$ cat config.mk
export PLATFORM = sky130hd
export DESIGN_NAME = ysyx_22050535_idu_stage
export DESIGN_NICKNAME = d
export VERILOG_FILES = /design/src/rtl/ysyx_22050535_defines_pkg.sv /design/src/rtl/ysyx_22050535_imm_gen.sv /design/src/rtl/ysyx_22050535_idu_stage.sv
export SDC_FILE = /design/constraint.sdc
export NUM_CORES = 1
export LEC_CHECK = 0
export ABC_AREA = 1
export CAP_MARGIN = 20
export CORE_MARGIN = 2
export CORE_UTILIZATION = 50
export CTS_BUF_LIST = sky130_fd_sc_hd__clkbuf_4 sky130_fd_sc_hd__clkbuf_8 sky130_fd_sc_hd__clkbuf_16
export DETAILED_ROUTE_END_ITERATION = 6
export MAX_ROUTING_LAYER = met4
export PLACE_DENSITY = 0.91
export SYNTH_ARGS = -nofsm -noshare
export SYNTH_HDL_FRONTEND = slang
export SYNTH_SLANG_ARGS = --single-unit
export TNS_END_PERCENT = 10
$ cat constraint.sdc
create_clock -name clk -period 2.7 [get_ports clk]
set_input_delay 0.675 -clock clk [delete_from_list [all_inputs] [get_ports clk]]
set_output_delay 0.675 -clock clk [all_outputs]
set_load 0.02 [all_outputs]
$ cat src/rtl/ysyx_22050535_defines_pkg.sv
// Shared opcode constants and immediate-format encodings for the ysyx_22050535 decode stage.
package ysyx_22050535_defines;

  localparam logic [6:0] OP_LUI    = 7'b0110111;
  localparam logic [6:0] OP_AUIPC  = 7'b0010111;
  localparam logic [6:0] OP_JAL    = 7'b1101111;
  localparam logic [6:0] OP_JALR   = 7'b1100111;
  localparam logic [6:0] OP_BRANCH = 7'b1100011;
  localparam logic [6:0] OP_LOAD   = 7'b0000011;
  localparam logic [6:0] OP_STORE  = 7'b0100011;
  localparam logic [6:0] OP_IMM    = 7'b0010011;
  localparam logic [6:0] OP_REG    = 7'b0110011;
  localparam logic [6:0] OP_SYSTEM = 7'b1110011;

  typedef enum logic [2:0] {
    IMM_R = 3'd0,
    IMM_I = 3'd1,
    IMM_S = 3'd2,
    IMM_B = 3'd3,
    IMM_U = 3'd4,
    IMM_J = 3'd5
  } imm_type_e;

endpackage

$ cat src/rtl/ysyx_22050535_imm_gen.sv
// Pure combinational instruction decode: register fields, raw fields, immediate and legality.
module ysyx_22050535_imm_gen
  import ysyx_22050535_defines::*;
#(
  parameter int XLEN       = 32,
  parameter int REG_ADDR_W = 4
) (
  input  logic [31:0]           inst,
  output logic [REG_ADDR_W-1:0] rs1,
  output logic [REG_ADDR_W-1:0] rs2,
  output logic [REG_ADDR_W-1:0] rd,
  output logic [XLEN-1:0]       imm,
  output logic [6:0]            opcode,
  output logic [2:0]            func3,
  output logic [6:0]            func7,
  output logic [2:0]            imm_type,
  output logic                  illegal
);

  imm_type_e   fmt;
  logic        known;
  logic        use_rs1;
  logic        use_rs2;
  logic        use_rd;
  logic        high_reg;
  logic [31:0] imm32;

  assign opcode = inst[6:0];
  assign func3  = inst[14:12];
  assign func7  = inst[31:25];
  assign rs1    = inst[15 +: REG_ADDR_W];
  assign rs2    = inst[20 +: REG_ADDR_W];
  assign rd     = inst[7 +: REG_ADDR_W];

  // NOTE: every signal driven here gets a default first, so no path can infer a latch.
  always_comb begin
    fmt     = IMM_R;
    known   = 1'b1;
    use_rs1 = 1'b0;
    use_rs2 = 1'b0;
    use_rd  = 1'b0;
    case (inst[6:0])
      OP_IMM, OP_LOAD, OP_JALR, OP_SYSTEM: begin
        fmt = IMM_I; use_rs1 = 1'b1; use_rd = 1'b1;
      end
      OP_STORE:        begin fmt = IMM_S; use_rs1 = 1'b1; use_rs2 = 1'b1; end
      OP_BRANCH:       begin fmt = IMM_B; use_rs1 = 1'b1; use_rs2 = 1'b1; end
      OP_LUI, OP_AUIPC: begin fmt = IMM_U; use_rd = 1'b1; end
      OP_JAL:          begin fmt = IMM_J; use_rd = 1'b1; end
      OP_REG: begin
        use_rs1 = 1'b1; use_rs2 = 1'b1; use_rd = 1'b1;
      end
      default:         known = 1'b0;
    endcase

    imm32 = '0;
    case (fmt)
      IMM_I:   imm32 = {{20{inst[31]}}, inst[31:20]};
      IMM_S:   imm32 = {{20{inst[31]}}, inst[31:25], inst[11:7]};
      IMM_B:   imm32 = {{19{inst[31]}}, inst[31], inst[7], inst[30:25], inst[11:8], 1'b0};
      IMM_U:   imm32 = {inst[31:12], 12'b0};
      IMM_J:   imm32 = {{11{inst[31]}}, inst[31], inst[19:12], inst[20], inst[30:21], 1'b0};
      default: imm32 = '0;
    endcase
  end

  // Only RV32E lacks x16..x31, so the high index bit matters just there.
  assign high_reg = (use_rs1 && inst[19]) || (use_rs2 && inst[24]) || (use_rd && inst[11]);
  assign illegal  = (inst[1:0] != 2'b11) || !known || ((REG_ADDR_W < 5) && high_reg);
  assign imm      = XLEN'($signed(imm32));
  assign imm_type = fmt;

endmodule

$ cat src/rtl/ysyx_22050535_idu_stage.sv
// Instruction decode stage: one-entry valid/ready output register plus handed-off bundle counter.
module ysyx_22050535_idu_stage
  import ysyx_22050535_defines::*;
#(
  parameter int XLEN       = 32,
  parameter int REG_ADDR_W = 4,
  parameter int CNT_W      = 32
) (
  input  logic                  clk,
  input  logic                  rst_n,
  input  logic                  in_valid,
  output logic                  in_ready,
  input  logic [31:0]           in_inst,
  input  logic [XLEN-1:0]       in_pc,
  input  logic                  flush,
  output logic                  out_valid,
  input  logic                  out_ready,
  output logic [XLEN-1:0]       out_pc,
  output logic [REG_ADDR_W-1:0] rs1,
  output logic [REG_ADDR_W-1:0] rs2,
  output logic [REG_ADDR_W-1:0] rd,
  output logic [XLEN-1:0]       imm,
  output logic [6:0]            opcode,
  output logic [2:0]            func3,
  output logic [6:0]            func7,
  output logic [2:0]            imm_type,
  output logic                  illegal,
  output logic [CNT_W-1:0]      dec_cnt
);

  typedef struct packed {
    logic [XLEN-1:0]       pc;
    logic [REG_ADDR_W-1:0] rs1;
    logic [REG_ADDR_W-1:0] rs2;
    logic [REG_ADDR_W-1:0] rd;
    logic [XLEN-1:0]       imm;
    logic [6:0]            opcode;
    logic [2:0]            func3;
    logic [6:0]            func7;
    logic [2:0]            imm_type;
    logic                  illegal;
  } bundle_t;

  bundle_t          dec;
  bundle_t          bundle_d, bundle_q;
  logic             valid_d, valid_q;
  logic [CNT_W-1:0] cnt_d, cnt_q;

  assign dec.pc = in_pc;

  ysyx_22050535_imm_gen #(
    .XLEN       (XLEN),
    .REG_ADDR_W (REG_ADDR_W)
  ) u_imm_gen (
    .inst     (in_inst),
    .rs1      (dec.rs1),
    .rs2      (dec.rs2),
    .rd       (dec.rd),
    .imm      (dec.imm),
    .opcode   (dec.opcode),
    .func3    (dec.func3),
    .func7    (dec.func7),
    .imm_type (dec.imm_type),
    .illegal  (dec.illegal)
  );

  assign in_ready = rst_n && !flush && (!valid_q || out_ready);

  always_comb begin
    valid_d  = valid_q;
    bundle_d = bundle_q;
    cnt_d    = cnt_q;
    if (valid_q && out_ready && !flush) begin
      cnt_d = cnt_q + CNT_W'(1);
    end
    // Flush wins over both a new capture and a completing handoff.
    if (flush) begin
      valid_d = 1'b0;
    end else if (in_valid && in_ready) begin
      valid_d  = 1'b1;
      bundle_d = dec;
    end else if (valid_q && out_ready) begin
      valid_d = 1'b0;
    end
  end

  // NOTE: the bundle is a handful of plain flops, not a memory, so it is reset to zero
  // NOTE: with the rest; state updates use non-blocking assignments only.
  always_ff @(posedge clk) begin
    if (!rst_n) begin
      valid_q  <= 1'b0;
      bundle_q <= '0;
      cnt_q    <= '0;
    end else begin
      valid_q  <= valid_d;
      bundle_q <= bundle_d;
      cnt_q    <= cnt_d;
    end
  end

  assign out_valid = valid_q;
  assign out_pc    = bundle_q.pc;
  assign rs1       = bundle_q.rs1;
  assign rs2       = bundle_q.rs2;
  assign rd        = bundle_q.rd;
  assign imm       = bundle_q.imm;
  assign opcode    = bundle_q.opcode;
  assign func3     = bundle_q.func3;
  assign func7     = bundle_q.func7;
  assign imm_type  = bundle_q.imm_type;
  assign illegal   = bundle_q.illegal;
  assign dec_cnt   = cnt_q;

endmodule

# ---- Word level (Yosys, flattened, before mapping)
# Cells that the tools add are included.
dict set report word_totals {
  reg_bits 130
  out_inout_bits 131
  word_cells 64
}
dict set report op_classes {
  add_sub_neg 1
  n_eq_ne 16
  muxes 8
  bitwise_logic 2
  n_reduce_logical 25
}
# op count
set op_table {}
lappend op_table {{one-hot mux 32 bit (5 select lines)} 1}
lappend op_table {{adder 32 x 1 -> 32 bit (second input constant)} 1}
lappend op_table {{equality test 7 bit (second input constant)} 4}
lappend op_table {{equality test 7 x 6 -> 1 bit (second input constant)} 3}
lappend op_table {{one-hot mux 3 bit (5 select lines)} 1}
lappend op_table {{equality test 7 x 5 -> 1 bit (second input constant)} 2}
lappend op_table {{OR reduction 10 bit} 1}
lappend op_table {{logical AND 1 bit} 8}
lappend op_table {{OR reduction 8 bit} 1}
lappend op_table {{equality test 7 x 2 -> 1 bit (second input constant)} 1}
lappend op_table {{OR reduction 7 bit} 1}
lappend op_table {{equality test 3 x 2 -> 1 bit (second input constant)} 2}
lappend op_table {{equality test 3 bit (second input constant)} 2}
lappend op_table {{two-way mux 1 bit} 6}
lappend op_table {{logical OR 1 bit} 5}
lappend op_table {{OR reduction 2 bit} 2}
lappend op_table {{OR reduction 4 bit} 1}
lappend op_table {{equality test 3 x 1 -> 1 bit (second input constant)} 1}
lappend op_table {{zero test 1 bit} 3}
lappend op_table {{OR reduction 3 bit} 1}
lappend op_table {{!= test 2 bit (second input constant)} 1}
lappend op_table {{NOT 1 bit} 2}
lappend op_table {{AND reduction 2 bit} 1}
lappend op_table {{nonzero test 2 bit} 1}

# ---- Logic depth before layout (Yosys ltp)
# Gate-level depths: netlist of the first run.
dict set report depth {
  ltp_word 7
  depth_mapped 11
}

# ---- Modules after synthesis
# Synthesis of the first run repeated with hierarchy kept, for this count alone.
dict set report unflattened {
  hier_cells 891
  hier_area_um2 6343.6
}
# module n_inst cells_per_inst area_each_um2 seq_area_each_um2
set by_module_without_submodules {}
lappend by_module_without_submodules {ysyx_22050535_idu_stage 1 733 5315.1 2602.5}
lappend by_module_without_submodules {ysyx_22050535_imm_gen 1 158 1028.5 0.0}

# ---- Worst setup path after synthesis of the first run
# OpenSTA, ideal clock, no wires.
dict set report synth_path {
  path_type {in2reg}
  startpoint {input rst_n}
  endpoint {register bundle_q, in the netlist opcode[2]}
  setup_time_ns 0.119
  arrival_ns 1.589
  required_ns 2.581
  path_slack_ns 0.992
  stages 9
  cell_sequence {inv_2 > nor2_1 > inv_1 > nor2_4 > nand2_4 > inv_2 > buf_6 > buf_2 > a21oi_1}
}
dict set report synth_via {
  elab_chain_len 4
}
# item line_no
set synth_rtl {}
lappend synth_rtl {{start: declaration} ysyx_22050535_idu_stage.sv:10} ;# input logic rst_n,
lappend synth_rtl {{logical AND 1 bit (2 in a row)} ysyx_22050535_idu_stage.sv:67} ;# assign in_ready = rst_n && !flush && (!valid_q || out_ready);
lappend synth_rtl {{net in_ready} ysyx_22050535_idu_stage.sv:12} ;# output logic in_ready,
lappend synth_rtl {{logical AND 1 bit} ysyx_22050535_idu_stage.sv:79} ;# end else if (in_valid && in_ready) begin
lappend synth_rtl {{AND reduction 2 bit (no line)} -}
lappend synth_rtl {{end signal: assignment} ysyx_22050535_idu_stage.sv:96} ;# bundle_q <= bundle_d;
lappend synth_rtl {{end: declaration} ysyx_22050535_idu_stage.sv:45} ;# bundle_t bundle_d, bundle_q;
# The timed path passes the listed nets, and every way through them passes these cells.
# A chain may end at the register's enable or synchronous reset.

# ---- Worst setup path in the final report of the first run
dict set report layout_path {
  startpoint {input rst_n}
  endpoint {output in_ready}
}
dict set report layout_via {
  elab_chain_len 2
}
# item line_no
set layout_rtl {}
lappend layout_rtl {{logical AND 1 bit (2 in a row)} ysyx_22050535_idu_stage.sv:67}
lappend layout_rtl {{end: declaration} ysyx_22050535_idu_stage.sv:12}
# No other way between the ends.

==> flow_summary.toml, run 1 <==
[timing]
setup_viol = 0
fin_setup_tns_ps = 0
rsz0062_at_grt = "false"
fin_crit_ps = 2500
worst_pin_slew_ps = 1100
max_freq_mhz = 399
post-route-period-util_pct = 92.7
finalClockSkew_ps = 5.78
relSlewSlack_pct = 26.8
drv_slew = 0
hold_viol_final = 0

[outcome]
status = "finished, final reports clean"

[layout]
syn_to_final_growth_pct = 44.7
multi_input_area_um2 = 2950
nets = 1167
diodes = 0
finalInstanceArea_um2 = 8650
final_cell_mix = "328 x nand2_1, 198 x clkdlybuf4s50_1, 130 x dfxtp_1"
fin_util_pct = 74.8
stdcell_count = 1252
layout-drive-gt1-share_pct = 6.22
fillers = 854
mostFrequentLayoutCell = "nand2_1"
seqCellArea_um2 = 2600

[synthesis]
synth-seq-cells = 130
yosysUniqueCellTypes = 27
syn_avg_cell_area_um2 = 6.62
yosysTopAreaCell = "dfxtp_1"
synth.area.top_cells = "dfxtp_1 44%, nand2_1 21%, a21oi_1 9.6%, nor2_1 6.7%, inv_1 3.5%"
syn_area_um2 = 5980
yosys_warnings = 0
yosysTopAreaCellShare_pct = 43.5
syn_nets = 973
netlist_instances = 903
yosysSeqAreaShare_pct = 43.5

[critical_path]
worstPathRequired_ps = 2030
worstPathArrival_ps = 1830
crit_fanout = 2
crit_path_cell_trace = "clkdlybuf4s50_1, inv_2, nor2_1, inv_1, nor2_4, dlygate4sd2_1"
cp_slowest_stage_delay_ps = 500
regToRegSetupSlack_ps = 760
start_kind = "input pin"
critPathBufInv = 4
critPathSlowestCell = "clkdlybuf4s50_1"
cp-end-kind = "primary output"
crit_family = "buffers and inverters"
critical_path_class = "in2out"

[power]
power.leakage_nw = 3.25
p_per_area_nw_per_um2 = 533
vdd_drop_max_mv = 0.439

[global_route]
grt_overflow = 0
grt_pass1_vias = 6317
antenna_found_initial = 0
grt_first_pass_wirelength_mm = 29.9
grt_usage_pct = 30.0
grt_max_degree = 102

[clocking]
cts_inserted_buffers = 17
clock_latency_ps = 420
clkSinkCount = 130
clockRootBuffer = "clkbuf_16"
ctsHtreeMaxLevel = 4
cts_tree = "yes"
ctsLongestPathBuffers = 2
path_clk_slew_ps = 60

[drt]
num_vias = 6667
detail-route-antenna-nets = 0
route.detailed.drc = 0
dr.pass1.iters = 5
wl_per_cell_um = 14.8
via_per_inst = 5.33
drtIter0Drc = 578
wl_mm = 18.5

[floorplanning]
start_util_pct = 51.7
num_rows = 39
die_h_um = 113
core_region_area_um2 = 11600
die_w_um = 113
die_area_um2 = 12900
ios = 200

[job]
drv_cap = 0

[place]
postPlaceCellArea_um2 = 8090
portBuffers = 199
gp_congestion = 0.921
hpwlAfterDp_mm = 12.8
dp.cells = 1221

[worst_hold_path]
hold_class = "reg2reg"
## sequential cells by signal, indices dropped and copies added, names as in the netlist, 4 cells and up
name	flops
dec_cnt	32
imm	32
out_pc	32
func7	7
opcode	7
rd	4
rs1	4
rs2	4
## stage by stage
| step | setup slack [ps] | hold WS, ps | power, mW |
|---|---|---|---|
| 2_1_floorplan | 992 | 541 | 2.21 |
| 3_3_place_gp | -20.9 | 451 | 2.44 |
| 3_5_place_dp | -89.3 | 455 | 2.44 |
| 4_1_cts | 178 | 463 | 4.63 |
| 5_1_grt | 146 | 477 | 4.76 |
| 6_report | 196 | 462 | 4.62 |
## metal layers
metal | routed length (µm) | part of all wire (%) | GRT usage [%] | vias to the layer above
met3 | 1480 | 8.0 | 7.97 | 54
met2 | 9040 | 49 | 48.4 | 301
met4 | 641 | 3.5 | 15.0 | 0
li1 | - | - | - | 3269
met1 | 7340 | 40 | 34.5 | 3043
met5 | 0 | 0 | - | -
## cell usage after synthesis
cell	number
a21oi_1	115
a31oi_1	3
buf_1	1
buf_2	17
buf_6	4
clkbuf_1	16
clkbuf_2	2
dfxtp_1	130
ha_1	1
inv_1	55
inv_2	6
nand2_1	328
nand2_2	4
nand2_4	2
nand3_1	32
nand3_2	2
nand3b_1	13
nand4_1	6
nor2_1	107
nor2_2	4
nor2_4	4
nor3_1	3
o211ai_1	1
o21a_1	2
o21ai_0	41
o21ai_1	1
xor2_1	3
## worst paths after layout
kind,from,endpoint,cells after the start
setup reg to reg,out_valid,imm[12],9
setup / recovery,rst_n,in_ready,6
hold / removal,out_pc[17],out_pc[17],2
hold reg to reg,out_pc[17],out_pc[17],2
## kinds of logic (layout without fill, tap and decap cells)
| group | after synthesis | count (layout) | share of synthesized area, % |
|---|---|---|---|
| DFF | 130 | 130 | 43.5 |
| adders and majority gates | 1 | 1 | 0.209 |
| AOI/OAI and AO/OA | 163 | 163 | 13.8 |
| and+or+nand+nor | 505 | 505 | 34.8 |
| buffers and inverters | 101 | 307 | 7.24 |
| xor gates and xnor gates | 3 | 3 | 0.439 |
## worst register-to-register path, stage by stage, from the launching register on
cell and delay, ps:
dfxtp_1 380, inv_1 50, nor2_1 220, nor2_4 70
buf_4 150, nand2_4 80, buf_12 200, buf_4 270
nand2_1 130, a21oi_1 290
## where the power goes
part | switching [mW] | internal [mW]
Combinational | 0.228 | 0.202
Sequential | 0.0211 | 1.96
Clock | 0.921 | 1.29
## cell type report
type / instances / share of cell area (%)
Clock buffer: 18 / 5.00
Tap cell: 143 / 2.07
Multi-Input combinational cell: 672 / 34.1
Timing Repair Buffer: 215 / 24.7
Inverter: 61 / 2.65
Sequential cell: 130 / 30.1
Clock inverter: 13 / 1.47
## timing repair
action | in CTS | in global routing
buffers inserted | 0 | 0
resized for setup | 1 | 0
hold buffers | 0 | 0
endpoints found under the setup margin | 1 | 0
hold endpoints to repair | 0 | 0
(Power assumes the default switching activity.)
==> inputs of run 2 (changes only) <==
--- a/config.mk
+++ b/config.mk
@@ -8,11 +8,11 @@
 export ABC_AREA = 1
 export CAP_MARGIN = 20
 export CORE_MARGIN = 2
-export CORE_UTILIZATION = 50
+export CORE_UTILIZATION = 45
 export CTS_BUF_LIST = sky130_fd_sc_hd__clkbuf_4 sky130_fd_sc_hd__clkbuf_8 sky130_fd_sc_hd__clkbuf_16
 export DETAILED_ROUTE_END_ITERATION = 6
 export MAX_ROUTING_LAYER = met4
-export PLACE_DENSITY = 0.91
+export PLACE_DENSITY = 0.84
 export SYNTH_ARGS = -nofsm -noshare
 export SYNTH_HDL_FRONTEND = slang
 export SYNTH_SLANG_ARGS = --single-unit
==> run 2 against run 1 <==
Die area increased by 11%. Cell count increased by 2.5%. Core utilization decreased by 8.2 points. Clock power increased by 6%. Register-to-register slack improved by 210 ps. Via count decreased by 1.7%. First-iteration DRC count decreased by 6.7%. Total power increased by 2.9%. Wire length decreased by 1.6%. Highest routed layer unchanged.
==> flow_summary.toml, run 2 (synthesis results as in run 1) <==
[outcome]
status = "finished, final reports clean"

[clocking]
cts_tree = "yes"
clkSinkCount = 130
clockRootBuffer = "clkbuf_16"
ctsHtreeMaxLevel = 4
ctsLongestPathBuffers = 2
cts_inserted_buffers = 17
cts_setup_buffers = 0
path_clk_slew_ps = 60
clock_latency_ps = 420

[drt]
drtIter0Drc = 539
wl_mm = 18.2
num_vias = 6551
route.detailed.drc = 0
dr.pass1.iters = 5
wl_per_cell_um = 14.2
via_per_inst = 5.11
detail-route-antenna-nets = 0

[floorplanning]
die_area_um2 = 14200
ios = 200
start_util_pct = 45.7
die_w_um = 119
num_rows = 42
core_region_area_um2 = 13100
die_h_um = 119

[timing]
relSlewSlack_pct = 27.7
hold_ws_ps = 462
max_freq_mhz = 394
fin_setup_tns_ps = 0
setup_ws_ps = 161
fin_crit_ps = 2540
finalClockSkew_ps = 7.13
rsz0062_at_grt = "false"
post-route-period-util_pct = 94.0
hold_viol_final = 0
drv_slew = 0
setup_viol = 0
worst_pin_slew_ps = 1090

[critical_path]
cp-startpoint = "out_ready"
start_kind = "input pin"
rr_startpoint = "dec_cnt[2]"
crit_fanout = 3
critical_path_class = "in2out"
worstPathRequired_ps = 2030
cp-end-kind = "primary output"
worstPathArrival_ps = 1860

[global_route]
grt_usage_pct = 26.4
grt_max_degree = 102
grt_pass1_vias = 6152
antenna_found_initial = 0
grt_first_pass_wirelength_mm = 29.2
grt_overflow = 0

[layout]
syn_to_final_growth_pct = 45.7
fillers = 1115
layout-drive-gt1-share_pct = 6.05
stdcell_count = 1283
diodes = 0
nets = 1164
final_cell_mix = "328 x nand2_1, 198 x clkdlybuf4s50_1, 130 x dfxtp_1"
fin_util_pct = 66.6
finalInstanceArea_um2 = 8720
mostFrequentLayoutCell = "nand2_1"

[power]
power.total_mw = 4.75
power.leakage_nw = 3.27
p_per_area_nw_per_um2 = 545
vdd_drop_max_mv = 0.432

[job]
drv_cap = 0

[place]
dp_slack_ps = -109
hpwlAfterDp_mm = 12.6
dp.cells = 1251
gp_congestion = 0.907
portBuffers = 199
postPlaceCellArea_um2 = 8110

[worst_hold_path]
hold_class = "reg2reg"
min_from = "out_pc[12]"
==> run 2: final cells by class <==
cell class                      count  area [µm²]  area share, %
Timing Repair Buffer              212        2110           24.2
Tap cell                          176         220           2.53
Multi-Input combinational cell    672        2950           33.8
Sequential cell                   130        2600           29.9
Clock inverter                     13         160           1.84
Clock buffer                       19         447           5.12
Inverter                           61         229           2.63
==> run 2: layer usage <==
metal  vias to the layer above  part of all wire, %  wire, µm  track usage (%)
met2                       273                   48      8790             43.9
met4                         0                  2.4       430             10.2
li1                       3266                    -         -                -
met1                      2984                   42      7560             29.8
met5                         -                    0         0                -
met3                        28                  7.8      1420             8.14
==> run 2: timing repair <==
item,in CTS,in global routing
gates resized for setup,1,0
setup endpoints to repair,1,0
hold buffers,0,0
==> run 2: report_power, final <==
part / switching [mW] / internal [mW]
registers: 0.0201 / 1.96
clock network: 0.865 / 1.48
logic: 0.225 / 0.199
total: 1.11 / 3.64
==> run 2: final timing paths <==
path	endpoint	slack [ps]	depth (start not counted)
worst max-delay path	in_ready	160	4
worst max register to register	dec_cnt[11]	970	7
worst min register to register	out_pc[12]	460	2
worst min-delay path	out_pc[12]	460	2
==> run 2: critical path, cell delays in order <==
cell and delay, ps:
clkdlybuf4s50_1 580, nor2_1 120, nor2_4 120, dlygate4sd2_1 370
